$ cat src/rtl/alu_lockstep_sched_pkg.sv
// Shared definitions for the lockstep ALU scheduler: op encodings and FSM states.
package alu_lockstep_sched_pkg;

  localparam logic [1:0] OP_ADD = 2'b00;
  localparam logic [1:0] OP_SUB = 2'b01;
  localparam logic [1:0] OP_AND = 2'b10;
  localparam logic [1:0] OP_OR  = 2'b11;

  typedef enum logic [1:0] {
    IDLE = 2'b00,
    EXEC = 2'b01,
    RESP = 2'b10
  } state_t;

endpackage

$ cat src/rtl/alu_lockstep_sched_rr_arb2.sv
// Two-way round-robin arbiter; the pointer moves only when a grant is issued,
// and a grant is only issued to a valid requester, so every grant is a handshake.
module rr_arb2 (
  input  logic       i_clk,
  input  logic       i_rst,
  input  logic       i_en,
  input  logic [1:0] i_req,
  output logic [1:0] o_grant
);

  logic r_prio;  // 0: req0 preferred on contention, 1: req1 preferred

  // Grant selection: only while enabled, contention resolved by the pointer.
  always_comb begin
    o_grant = 2'b00;
    if (!i_en) begin
      o_grant = 2'b00;
    end else if (i_req == 2'b11) begin
      o_grant = r_prio ? 2'b10 : 2'b01;
    end else begin
      o_grant = i_req;
    end
  end

  // Pointer update: favour the requester that was not just served.
  always_ff @(posedge i_clk or posedge i_rst) begin
    if (i_rst) begin
      r_prio <= 1'b0;
    end else if (|o_grant) begin
      r_prio <= o_grant[0];
    end else begin
      r_prio <= r_prio;
    end
  end

endmodule

$ cat src/rtl/alu_lockstep_sched.sv
// Scheduler for a dual-redundant ALU pair: arbitrates two requesters, issues each op
// to both copies, retries on result mismatch and reports/logs persistent faults.
module alu_lockstep_sched
  import alu_lockstep_sched_pkg::*;
#(
  parameter int DATA_W    = 8,
  parameter int MAX_RETRY = 2,
  parameter int CNT_W     = 8
) (
  input  logic              i_clk,
  input  logic              i_rst,
  input  logic              i_req0_valid,
  output logic              o_req0_ready,
  input  logic [DATA_W-1:0] i_req0_a,
  input  logic [DATA_W-1:0] i_req0_b,
  input  logic [1:0]        i_req0_sel,
  input  logic              i_req1_valid,
  output logic              o_req1_ready,
  input  logic [DATA_W-1:0] i_req1_a,
  input  logic [DATA_W-1:0] i_req1_b,
  input  logic [1:0]        i_req1_sel,
  output logic              o_rsp_valid,
  input  logic              i_rsp_ready,
  output logic              o_rsp_id,
  output logic [DATA_W-1:0] o_rsp_data,
  output logic              o_rsp_carry,
  output logic              o_rsp_err,
  output logic [DATA_W-1:0] o_alu_a0,
  output logic [DATA_W-1:0] o_alu_b0,
  output logic [DATA_W-1:0] o_alu_a1,
  output logic [DATA_W-1:0] o_alu_b1,
  output logic [1:0]        o_alu_sel1,
  output logic [1:0]        o_alu_sel2,
  input  logic [DATA_W-1:0] i_alu_out1,
  input  logic [DATA_W-1:0] i_alu_out2,
  input  logic              i_alu_carry1,
  input  logic              i_alu_carry2,
  output logic              o_fault_sticky,
  input  logic              i_fault_clr,
  output logic [CNT_W-1:0]  o_fault_count
);

  localparam int RW = (MAX_RETRY > 0) ? $clog2(MAX_RETRY + 1) : 1;

  state_t            r_state;
  logic [DATA_W-1:0] r_a;
  logic [DATA_W-1:0] r_b;
  logic [1:0]        r_sel;
  logic              r_id;
  logic [RW-1:0]     r_retry;
  logic              r_rsp_valid;
  logic              r_rsp_id;
  logic [DATA_W-1:0] r_rsp_data;
  logic              r_rsp_carry;
  logic              r_rsp_err;
  logic              r_fault_sticky;
  logic [CNT_W-1:0]  r_fault_count;

  logic [1:0] w_grant;
  logic       w_mismatch;
  logic       w_retry_done;
  logic       w_err_now;

  rr_arb2 u_arb (
    .i_clk   (i_clk),
    .i_rst   (i_rst),
    .i_en    (r_state == IDLE),
    .i_req   ({i_req1_valid, i_req0_valid}),
    .o_grant (w_grant)
  );

  assign w_mismatch   = {i_alu_carry1, i_alu_out1} != {i_alu_carry2, i_alu_out2};
  assign w_retry_done = (r_retry == RW'(MAX_RETRY));
  assign w_err_now    = (r_state == EXEC) && w_mismatch && w_retry_done;

  // Op sequencing: capture on grant, execute/compare with retries, hold response.
  always_ff @(posedge i_clk or posedge i_rst) begin
    if (i_rst) begin
      r_state     <= IDLE;
      r_a         <= '0;
      r_b         <= '0;
      r_sel       <= 2'b00;
      r_id        <= 1'b0;
      r_retry     <= '0;
      r_rsp_valid <= 1'b0;
      r_rsp_id    <= 1'b0;
      r_rsp_data  <= '0;
      r_rsp_carry <= 1'b0;
      r_rsp_err   <= 1'b0;
    end else begin
      case (r_state)
        IDLE: begin
          if (|w_grant) begin
            r_id    <= w_grant[1];
            r_a     <= w_grant[1] ? i_req1_a   : i_req0_a;
            r_b     <= w_grant[1] ? i_req1_b   : i_req0_b;
            r_sel   <= w_grant[1] ? i_req1_sel : i_req0_sel;
            r_retry <= '0;
            r_state <= EXEC;
          end else begin
            r_state <= IDLE;
          end
        end
        EXEC: begin
          if (!w_mismatch || w_retry_done) begin
            r_state     <= RESP;
            r_rsp_valid <= 1'b1;
            r_rsp_id    <= r_id;
            r_rsp_data  <= i_alu_out1;
            r_rsp_carry <= i_alu_carry1;
            r_rsp_err   <= w_mismatch;
          end else begin
            r_retry <= r_retry + RW'(1);
          end
        end
        RESP: begin
          if (i_rsp_ready) begin
            r_rsp_valid <= 1'b0;
            r_state     <= IDLE;
          end else begin
            r_state <= RESP;
          end
        end
        default: begin
          r_state     <= IDLE;
          r_rsp_valid <= 1'b0;
        end
      endcase
    end
  end

  // Fault log: a new error outranks a simultaneous clear.
  always_ff @(posedge i_clk or posedge i_rst) begin
    if (i_rst) begin
      r_fault_sticky <= 1'b0;
      r_fault_count  <= '0;
    end else if (w_err_now) begin
      r_fault_sticky <= 1'b1;
      if (i_fault_clr) begin
        r_fault_count <= CNT_W'(1);
      end else if (r_fault_count != {CNT_W{1'b1}}) begin
        r_fault_count <= r_fault_count + CNT_W'(1);
      end else begin
        r_fault_count <= r_fault_count;
      end
    end else if (i_fault_clr) begin
      r_fault_sticky <= 1'b0;
      r_fault_count  <= '0;
    end else begin
      r_fault_sticky <= r_fault_sticky;
      r_fault_count  <= r_fault_count;
    end
  end

  assign o_req0_ready   = w_grant[0];
  assign o_req1_ready   = w_grant[1];
  assign o_rsp_valid    = r_rsp_valid;
  assign o_rsp_id       = r_rsp_id;
  assign o_rsp_data     = r_rsp_data;
  assign o_rsp_carry    = r_rsp_carry;
  assign o_rsp_err      = r_rsp_err;
  assign o_alu_a0       = r_a;
  assign o_alu_b0       = r_b;
  assign o_alu_a1       = r_a;
  assign o_alu_b1       = r_b;
  assign o_alu_sel1     = r_sel;
  assign o_alu_sel2     = r_sel;
  assign o_fault_sticky = r_fault_sticky;
  assign o_fault_count  = r_fault_count;

endmodule

$ cat config.mk
export PLATFORM = sky130hd
export DESIGN_NAME = alu_lockstep_sched
export DESIGN_NICKNAME = d
export VERILOG_FILES = /design/src/rtl/alu_lockstep_sched_pkg.sv /design/src/rtl/alu_lockstep_sched_rr_arb2.sv /design/src/rtl/alu_lockstep_sched.sv
export SDC_FILE = /design/constraint.sdc
export NUM_CORES = 1
export LEC_CHECK = 0
export CORE_AREA = 2 2 102 84
export DETAILED_ROUTE_END_ITERATION = 6
export DIE_AREA = 0 0 104 86
export GPL_TIMING_DRIVEN = 0
export SLEW_MARGIN = 20
export SYNTH_ARGS = -nofsm -noshare
export SYNTH_HDL_FRONTEND = slang
export SYNTH_HIERARCHICAL = 1
export SYNTH_SLANG_ARGS = --single-unit
$ cat constraint.sdc
create_clock -name i_clk -period 3.8 [get_ports i_clk]
set_clock_uncertainty 0.05 [all_clocks]
set_input_delay 0.57 -clock i_clk [delete_from_list [all_inputs] [get_ports i_clk]]
set_output_delay 0.57 -clock i_clk [all_outputs]
set_load 0.03 [all_outputs]
## After elaboration in Yosys (flattened, before gate mapping)

Cells that the tools add are included.

| word-level totals | value |
|---|---|
| output and inout bits | 59 |
| register bits after elaboration | 45 |
| logic and storage cells | 63 |
| input port bits | 60 |

| operators by class | value |
|---|---|
| bitwise logic cells | 1 |
| reduce and logical (&&, ||, !) cells | 14 |
| equal/unequal tests | 10 |
| add/sub/neg operators | 2 |
| multiplexer cells | 22 |

Operator list:

| cell | number |
|---|---|
| $mux 8 | 6 |
| $mux 2 | 8 |
| $ne 9x9->1 | 1 |
| $add 8x1->8 const B | 1 |
| $ne 8x8->1 const B | 1 |
| $eq 2x2->1 const B | 3 |
| $ne 2x2->1 const B | 3 |
| $pmux 2 s3 | 1 |
| $reduce_and 2->1 | 3 |
| $reduce_and 3->1 | 2 |
| $reduce_bool 2->1 | 3 |
| $mux 1 | 5 |
| $pmux 2 s2 | 1 |
| $pmux 1 s3 | 1 |
| $add 2x1->2 const B | 1 |
| $eq 2x1->1 const B | 1 |
| $logic_and 1x1->1 | 2 |
| $logic_not 2->1 | 1 |
| $ne 2x1->1 const B | 1 |
| $reduce_or 2->1 | 1 |
| $logic_not 1->1 | 1 |
| $logic_or 1x1->1 | 1 |
| $not 1->1 | 1 |

## Depth between registers and ports, before layout

Gate-level depths: netlist of the first run.

| logic depth | value |
|---|---|
| depth after elaboration | 6 |
| gate-level depth with buffers | 8 |
| mapped depth without buffers | 6 |

## By module

The synthesis of the first run kept the hierarchy.

Modules (own cells, without submodules):

| module | cells an instance | times used | area an instance (µm²) | seq. area each (µm²) |
|---|---|---|---|---|
| alu_lockstep_sched | 213 | 1 | 2270.9 | 1101.1 |
| rr_arb2 | 9 | 1 | 65.1 | 25.0 |

## Worst setup path after synthesis of the first run

OpenSTA, ideal clock, no wires.

| timing path | value |
|---|---|
| kind | register -> register |
| start point | register r_state[1] |
| end point | register r_a[0] (netlist: o_alu_a0[0]) |
| buffers on the path | 2 |
| data required time | 3.614 ns |
| setup slack | 1.467 ns |
| library setup time | 0.136 ns |
| period minus slack after synthesis | 2.333 ns |
| arrival | 2.147 ns |
| cell stages (with the launch flop) | 8 |
| cell sequence | dfrtp_1 > nor2_1 > nand2_1 > a21oi_1 > buf_2 > buf_2 > mux2i_1 > o21ai_0 |

| between the ends | value |
|---|---|
| word-level cells in the longest chain between the ends | 4 |
| elaborated cells between the ends (all ways) | 5 |
| classes of those cells | mux (2); reduce/logical (3) |

RTL lines:

| item | line | RTL |
|---|---|---|
| start: declaration | alu_lockstep_sched.sv:45 | `state_t r_state;` |
| start signal: assignment | alu_lockstep_sched.sv:79 | `r_state <= IDLE;` |
| start signal: assignment | alu_lockstep_sched.sv:99 | `r_state <= EXEC;` |
| start signal: assignment | alu_lockstep_sched.sv:101 | `r_state <= IDLE;` |
| $logic_not 2->1 * | alu_lockstep_sched.sv:67 | `.i_en (r_state == IDLE),` |
| $mux 2 * | alu_lockstep_sched_rr_arb2.sv:16 | `if (!i_en) begin` |
| via o_req1_ready | alu_lockstep_sched.sv:18 | `output logic o_req1_ready,` |
| $reduce_or 2->1 | alu_lockstep_sched.sv:93 | `if (\|w_grant) begin` |
| $reduce_and 2->1 (no source line) | - |  |
| end signal: assignment | alu_lockstep_sched.sv:95 | `r_a <= w_grant[1] ? i_req1_a : i_req0_a;` |
| end: declaration | alu_lockstep_sched.sv:46 | `logic [DATA_W-1:0] r_a;` |

Mark *: on every way through the listed nets, which the timed path passes. The rest lies on a longest branch.
A chain may end at the register's enable or synchronous reset.

## Worst setup path in the final report of the first run

| timing path | value |
|---|---|
| start point | register r_state[1] |
| end point | output o_req0_ready |

| between the ends | value |
|---|---|
| word-level cells in the longest chain between the ends | 2 |

RTL lines:

| item | line | RTL |
|---|---|---|
| $logic_not 2->1 | alu_lockstep_sched.sv:67 |  |
| $mux 2 | alu_lockstep_sched_rr_arb2.sv:16 |  |
| end: declaration | alu_lockstep_sched.sv:13 | `output logic o_req0_ready,` |

Every way passes these cells.

==> metrics.txt, run 1 <==
Reg clk slew, reported paths=80 ps; Num CTS Buffers=5; Power Internal=1.64 mW; clock buffer depth=2; Core Util, Final=48.0%; routability cong.=0.711; vias post-DR=approximately 2000; postcts setup bufs=0; P_sw=about 1.3 mW; Worst Tran Pin Value=roughly 600 ps; Data required, critical path=3180 ps; synthesis-stage register bit count=45; top cells by area, synth=dfrtp_1, mux2i_1, buf_4; ys async rst share=100%; TritonCTS clock tree=built; Post-synth top cells=dfrtp_1, nand2_1, mux2i_1, o21ai_0, buf_4; Hold Crit Class=input port to asynchronous set/reset pin; grt ovf=0; Total Routing Usage GR=roughly 14%; synthesis-to-layout area growth=61.1%; Ant. Diodes=0; Iteration-0 DRC Markers=52; clk sinks=45; worst endpoint data arrival time=approximately 2100 ps; RSZ-0062 raised after global routing=false; post-synth top area cell=dfrtp_1; Fin. Hold Viols=0; Mapped Nets=between 200 and 300; Routed Antenna Nets=0; share of cells above drive strength 1=between 10% and 20%; Crit path largest cell delay=740 ps; first-pass GRT wire length=a little over 10000 um; Cell variety after synth=39; post-synthesis instance total=~220; slew margin rel.=61.1%; H-tree depth=2; TNS Setup=0 ps; Critical Path Sink Type=primary output; Seq/Total Area, Yosys=roughly half; Worst R2R Path Depth=7; endpoints failing setup=0; total power=just under 3 mW; Die Y=approximately 86 um; Worst VDD drop=between 0.3 and 0.4 mV; Yosys top cell area share=between 40% and 50%; initial antenna violation count=0; Critical Path, Cell by Cell=nor2_1, nand2_1, a21oi_1, clkdlybuf4s50_1; Layout Nets=410; combinational share of power=between 60% and 70%; syn_area_per_cell=10.5 um2; post-route clock period utilization=between 70% and 80%; core area=7840 um2; critical path class=register to primary output; Fmax=367 MHz; LEAKAGE=~1.6 nW; Syn. warnings=6; Die X=~100 um; die footprint=8940 um2; drc violations=0; register share of total power=about 28%; Port Buffers=around 120; per-cell routed wire length=roughly 13 um; vias in the first global route=between 2000 and 2500; register area=1130 um2; Ports=around 120; area taken by multi-input logic gates=975 um2; pin count of the biggest net entering global routing=26; power density cells=777 nW/um2; Critical-path top delay cell=clkdlybuf4s50_1; power share of the clock group=between 10% and 20%; status=finished clean; fin crit period=~2700 ps; max-slew violations=0; WL final=6060 um; Worst setup SP type=register; max-cap viol count=0; # fillers=about 780; Sw Share=43.8%; mapped cell area=2340 um2; Cell Rows=29; Starting Density=~30%; Hold-fix buffers, CTS=0; top-count cell post-synth=dfrtp_1; Crit Path Max Fanout=6; Via-to-Cell Ratio=4.48; DP Wirelength=about 4700 um; drt first pass iters=4; Most used DFF post-synth=dfrtp_1; Root Buffer=clkbuf_8; Post-synth EDFFs=0; Clock Latency Late Sink=~300 ps; Post-CTS Resized=0
## layout by cell type (no fill, tap or decap), drive strengths merged
| cell type | netlist | layout |
|---|---|---|
| a21o | 2 | 2 |
| o21ai | 21 | 21 |
| ha | 2 | 2 |
| clkbuf | 5 | 11 |
| nor2b | 2 | 2 |
| o32ai | 1 | 1 |
| clkinv | 0 | 2 |
| clkdlybuf4s50 | 0 | 118 |
| nand4 | 1 | 1 |
| dfrtp | 45 | 45 |
| a22o | 1 | 1 |
| nand3 | 4 | 4 |
| or2 | 1 | 1 |
| and4 | 2 | 2 |
| or4 | 2 | 2 |
| nor4 | 2 | 2 |
| o21a | 1 | 1 |
| mux2i | 21 | 21 |
| a211oi | 1 | 1 |
| o41ai | 1 | 1 |
| nor3 | 1 | 1 |
| and3 | 1 | 1 |
| o31a | 1 | 1 |
| and2b | 1 | 1 |
| nor3b | 1 | 1 |
| xnor2 | 9 | 9 |
| buf | 23 | 24 |
| o311ai | 2 | 2 |
| inv | 10 | 10 |
| mux2 | 12 | 12 |
| nand2 | 28 | 28 |
| nor2 | 8 | 8 |
| a21oi | 7 | 7 |
| o31ai | 2 | 2 |
| nand3b | 1 | 1 |
## cell families after synthesis
kind of cell    share of synthesized area (%)
mux                                      14.8
buf+inv                                  10.1
flops                                    48.2
compound gates                           11.1
simple gates                             11.4
fa+ha+maj                                1.07
xor+xnor                                 3.37
## cell type report
type / instances / area share [%]
Buffer: 28 / 5.25
Clock buffer: 6 / 1.93
Clock inverter: 2 / 0.266
Inverter: 10 / 0.998
Multi-Input combinational cell: 139 / 25.9
Sequential cell: 45 / 29.9
Tap cell: 108 / 3.59
Timing Repair Buffer: 119 / 32.1
## critical path, delay by kind of cell (launching register included)
| kind | cells | cell delay, ps |
|---|---|---|
| buf+inv | 1 | 740 |
| simple gates | 2 | 440 |
| compound gates | 1 | 220 |
| flops | 1 | 410 |
## final timing paths
path,start,end,slack (ps)
min reg2reg,o_rsp_valid,o_rsp_valid,430
max reg2reg,r_state[1],o_alu_a0[7],1550
min in group i_clk,o_rsp_valid,o_rsp_valid,430
max in group asynchronous,i_rst,o_rsp_data[4],2570
min,i_rst,u_arb/r_prio,400
max,r_state[1],o_req0_ready,1080
## layer usage
metal | routed length, um | global-route usage, %
met1 | 2830 | 18.6
met4 | 31 | 2.95
met3 | 375 | 3.50
met5 | 0 | 0
met2 | 2820 | 23.7
## power by group through the flow
stage	sequential [mW]	clock (mW)	combinational [mW]
6_report	0.812	0.295	1.82
5_1_grt	0.850	0.330	1.95
4_1_cts	0.816	0.312	1.85
3_5_place_dp	0.825	0	1.84
3_3_place_gp	0.816	0	1.82
2_1_floorplan	1.13	0	0.808
## registers in the layout, summed over array words and instances, names as in the netlist, 2 cells and up
| name | cells |
|---|---|
| o_alu_a0 | 8 |
| o_alu_b0 | 8 |
| o_fault_count | 8 |
| o_rsp_data | 8 |
| o_alu_sel1 | 2 |
| r_retry | 2 |
| r_state | 2 |
## per-stage QoR
stage          area, um2  hold slack [ps]  cells  setup slack [ps]
2_1_floorplan       2340              249    222              1470
3_3_place_gp        3650              413    448              1030
3_5_place_dp        3680              415    449              1090
4_1_cts             3760              393    457              1070
5_1_grt             3760              397    457               981
6_report            3760              403    457              1080
Power figures use the tool's default switching activity.
==> run 2, diff against run 1 <==
==> constraint.sdc (replaced) <==
create_clock -name i_clk -period 2.6 [get_ports i_clk]
set_clock_uncertainty 0.05 [all_clocks]
set_input_delay 0.39 -clock i_clk [delete_from_list [all_inputs] [get_ports i_clk]]
set_output_delay 0.39 -clock i_clk [all_outputs]
set_load 0.03 [all_outputs]
==> metrics.txt, run 2 (synthesis gave the netlist of run 1 again) <==
commonest non-fill, non-tap cell in the layout=clkdlybuf4s50_1; Layout Nets=between 400 and 500; Data required, critical path=2720 ps; TritonCTS clock tree=built; Ports=about 120; Core Util, Final=between 40% and 50%; Non-Filler Instances=457; Worst R2R Path Depth=7; pin count of the biggest net entering global routing=26; Die Y=around 86 um; DP Wirelength=roughly 4700 um; share of cells above drive strength 1=13.8%; Port Buffers=about 120; vias in the first global route=between 2000 and 2500; H-tree depth=2; clk sinks=between 40 and 50; core area=approximately 7800 um2; max-slew violations=0; Starting Density=roughly 30%; Clock Latency Late Sink=around 290 ps; routability cong.=around 0.7; slew margin rel.=between 60% and 70%; RSZ-0062 raised after global routing=false; most frequent cells in the layout=clkdlybuf4s50_1, dfrtp_1, nand2_1; Cell Rows=29; die footprint=a little under 9000 um2; Worst Tran Pin Value=roughly 600 ps; P_sw=between 1.5 and 2 mW; per-cell routed wire length=around 13 um; vias post-DR=a little over 2000; Reg clk slew, reported paths=90 ps; combinational share of power=slightly above 60%; Fin. Hold Viols=0; Fmax=between 400 and 500 MHz; Num CTS Buffers=5; grt ovf=0; LEAKAGE=between 1.5 and 2 nW; Hold-fix buffers, CTS=0; critical path class=register to register; status=finished clean; drc violations=0; worst endpoint data arrival time=~2400 ps; first-pass GRT wire length=slightly above 10000 um; max-cap viol count=0; Ant. Diodes=0; TNS Setup=0 ps; Total Routing Usage GR=14.1%; Worst VDD drop=approximately 0.47 mV; Cells after DPL=between 400 and 500; Die X=about 100 um; Critical Path Sink Type=register; clock buffer depth=2; Via-to-Cell Ratio=between 4 and 5; Power Internal=between 2 and 2.5 mW; drt first pass iters=4; register share of total power=27.8%; fin crit period=2230 ps; # fillers=roughly 780; synthesis-to-layout area growth=61.3%; Root Buffer=clkbuf_8; Iteration-0 DRC Markers=50; initial antenna violation count=0; Sw Share=43.8%; power share of the clock group=between 10 and 15%; Routed Antenna Nets=0; Hold Crit Class=input port to asynchronous set/reset pin; Crit Path Max Fanout=10; WL final=6060 um; endpoints failing setup=0; Worst setup SP type=register; post-route clock period utilization=85.8%; power density cells=~1100 nW/um2; postcts setup bufs=0
==> run 2: cell types whose count changed in the layout (fill, tap and decap cells not counted) <==
cell / delta
clkdlybuf4s50_1: -2
dlymetal6s2s_1: +2
==> run 2: power groups by stage <==
stage	logic [mW]	clock network, mW	registers, mW
floorplan	1.18	0	1.65
global placement	2.66	0	1.19
detailed placement	2.69	0	1.21
CTS	2.70	0.456	1.19
global route	2.84	0.482	1.24
finish	2.65	0.433	1.19
==> run 2: final cells by class <==
type / instances / area [um2] / area share (%)
Timing Repair Buffer: 119 / 1210 / 32.2
Sequential cell: 45 / 1130 / 29.9
Clock inverter: 2 / 10.0 / 0.266
Inverter: 10 / 37.5 / 0.996
Multi-Input combinational cell: 139 / 975 / 25.9
Buffer: 28 / 198 / 5.25
Clock buffer: 6 / 72.6 / 1.93
Tap cell: 108 / 135 / 3.59
==> run 2: repair_timing <==
action                                  4_1_cts  5_1_grt
endpoints found under the setup margin        0        2
endpoints found under the hold margin         0        0
gates resized for setup                       0        2
==> run 2: through the flow <==
stage / power [mW] / setup slack (ps) / instance area, um2 / hold WS, ps
after floorplan: 2.83 / 267 / 2340 / 68.7
after global placement: 3.86 / 13.4 / 3650 / 413
after detailed placement: 3.90 / 106 / 3680 / 415
after CTS: 4.35 / 45.6 / 3760 / 213
after global routing: 4.57 / 136 / 3770 / 217
final: 4.27 / 368 / 3770 / 220
==> run 2: path summary, 6_finish.rpt <==
check                                  from             to  slack, ps
worst min-delay path                  i_rst   u_arb/r_prio        220
worst min register to register  o_rsp_valid    o_rsp_valid        430
worst max register to register   r_state[1]    o_alu_a0[7]        370
min in group i_clk              o_rsp_valid    o_rsp_valid        430
max in group asynchronous             i_rst  o_rsp_data[4]       1540
worst max-delay path             r_state[1]    o_alu_a0[7]        370
==> run 2: routing by layer <==
layer / wire [um] / part of all wire [%] / GRT usage (%) / up-vias
li1: - / - / - / 1002
met1: 2810 / 46 / 18.6 / 968
met2: 2830 / 47 / 23.7 / 69
met3: 386 / 6.4 / 3.50 / 4
met4: 33 / 0.54 / 2.95 / 0
met5: 0 / 0 / 0 / -
==> run 2: worst max-delay path, stage by stage, from the launching register on <==
cell and delay, ps:
dfrtp_1 410, nor2_1 290, nand2_1 80, a21oi_1 210, buf_2 360, buf_2 370
mux2i_1 240, o21ai_0 100
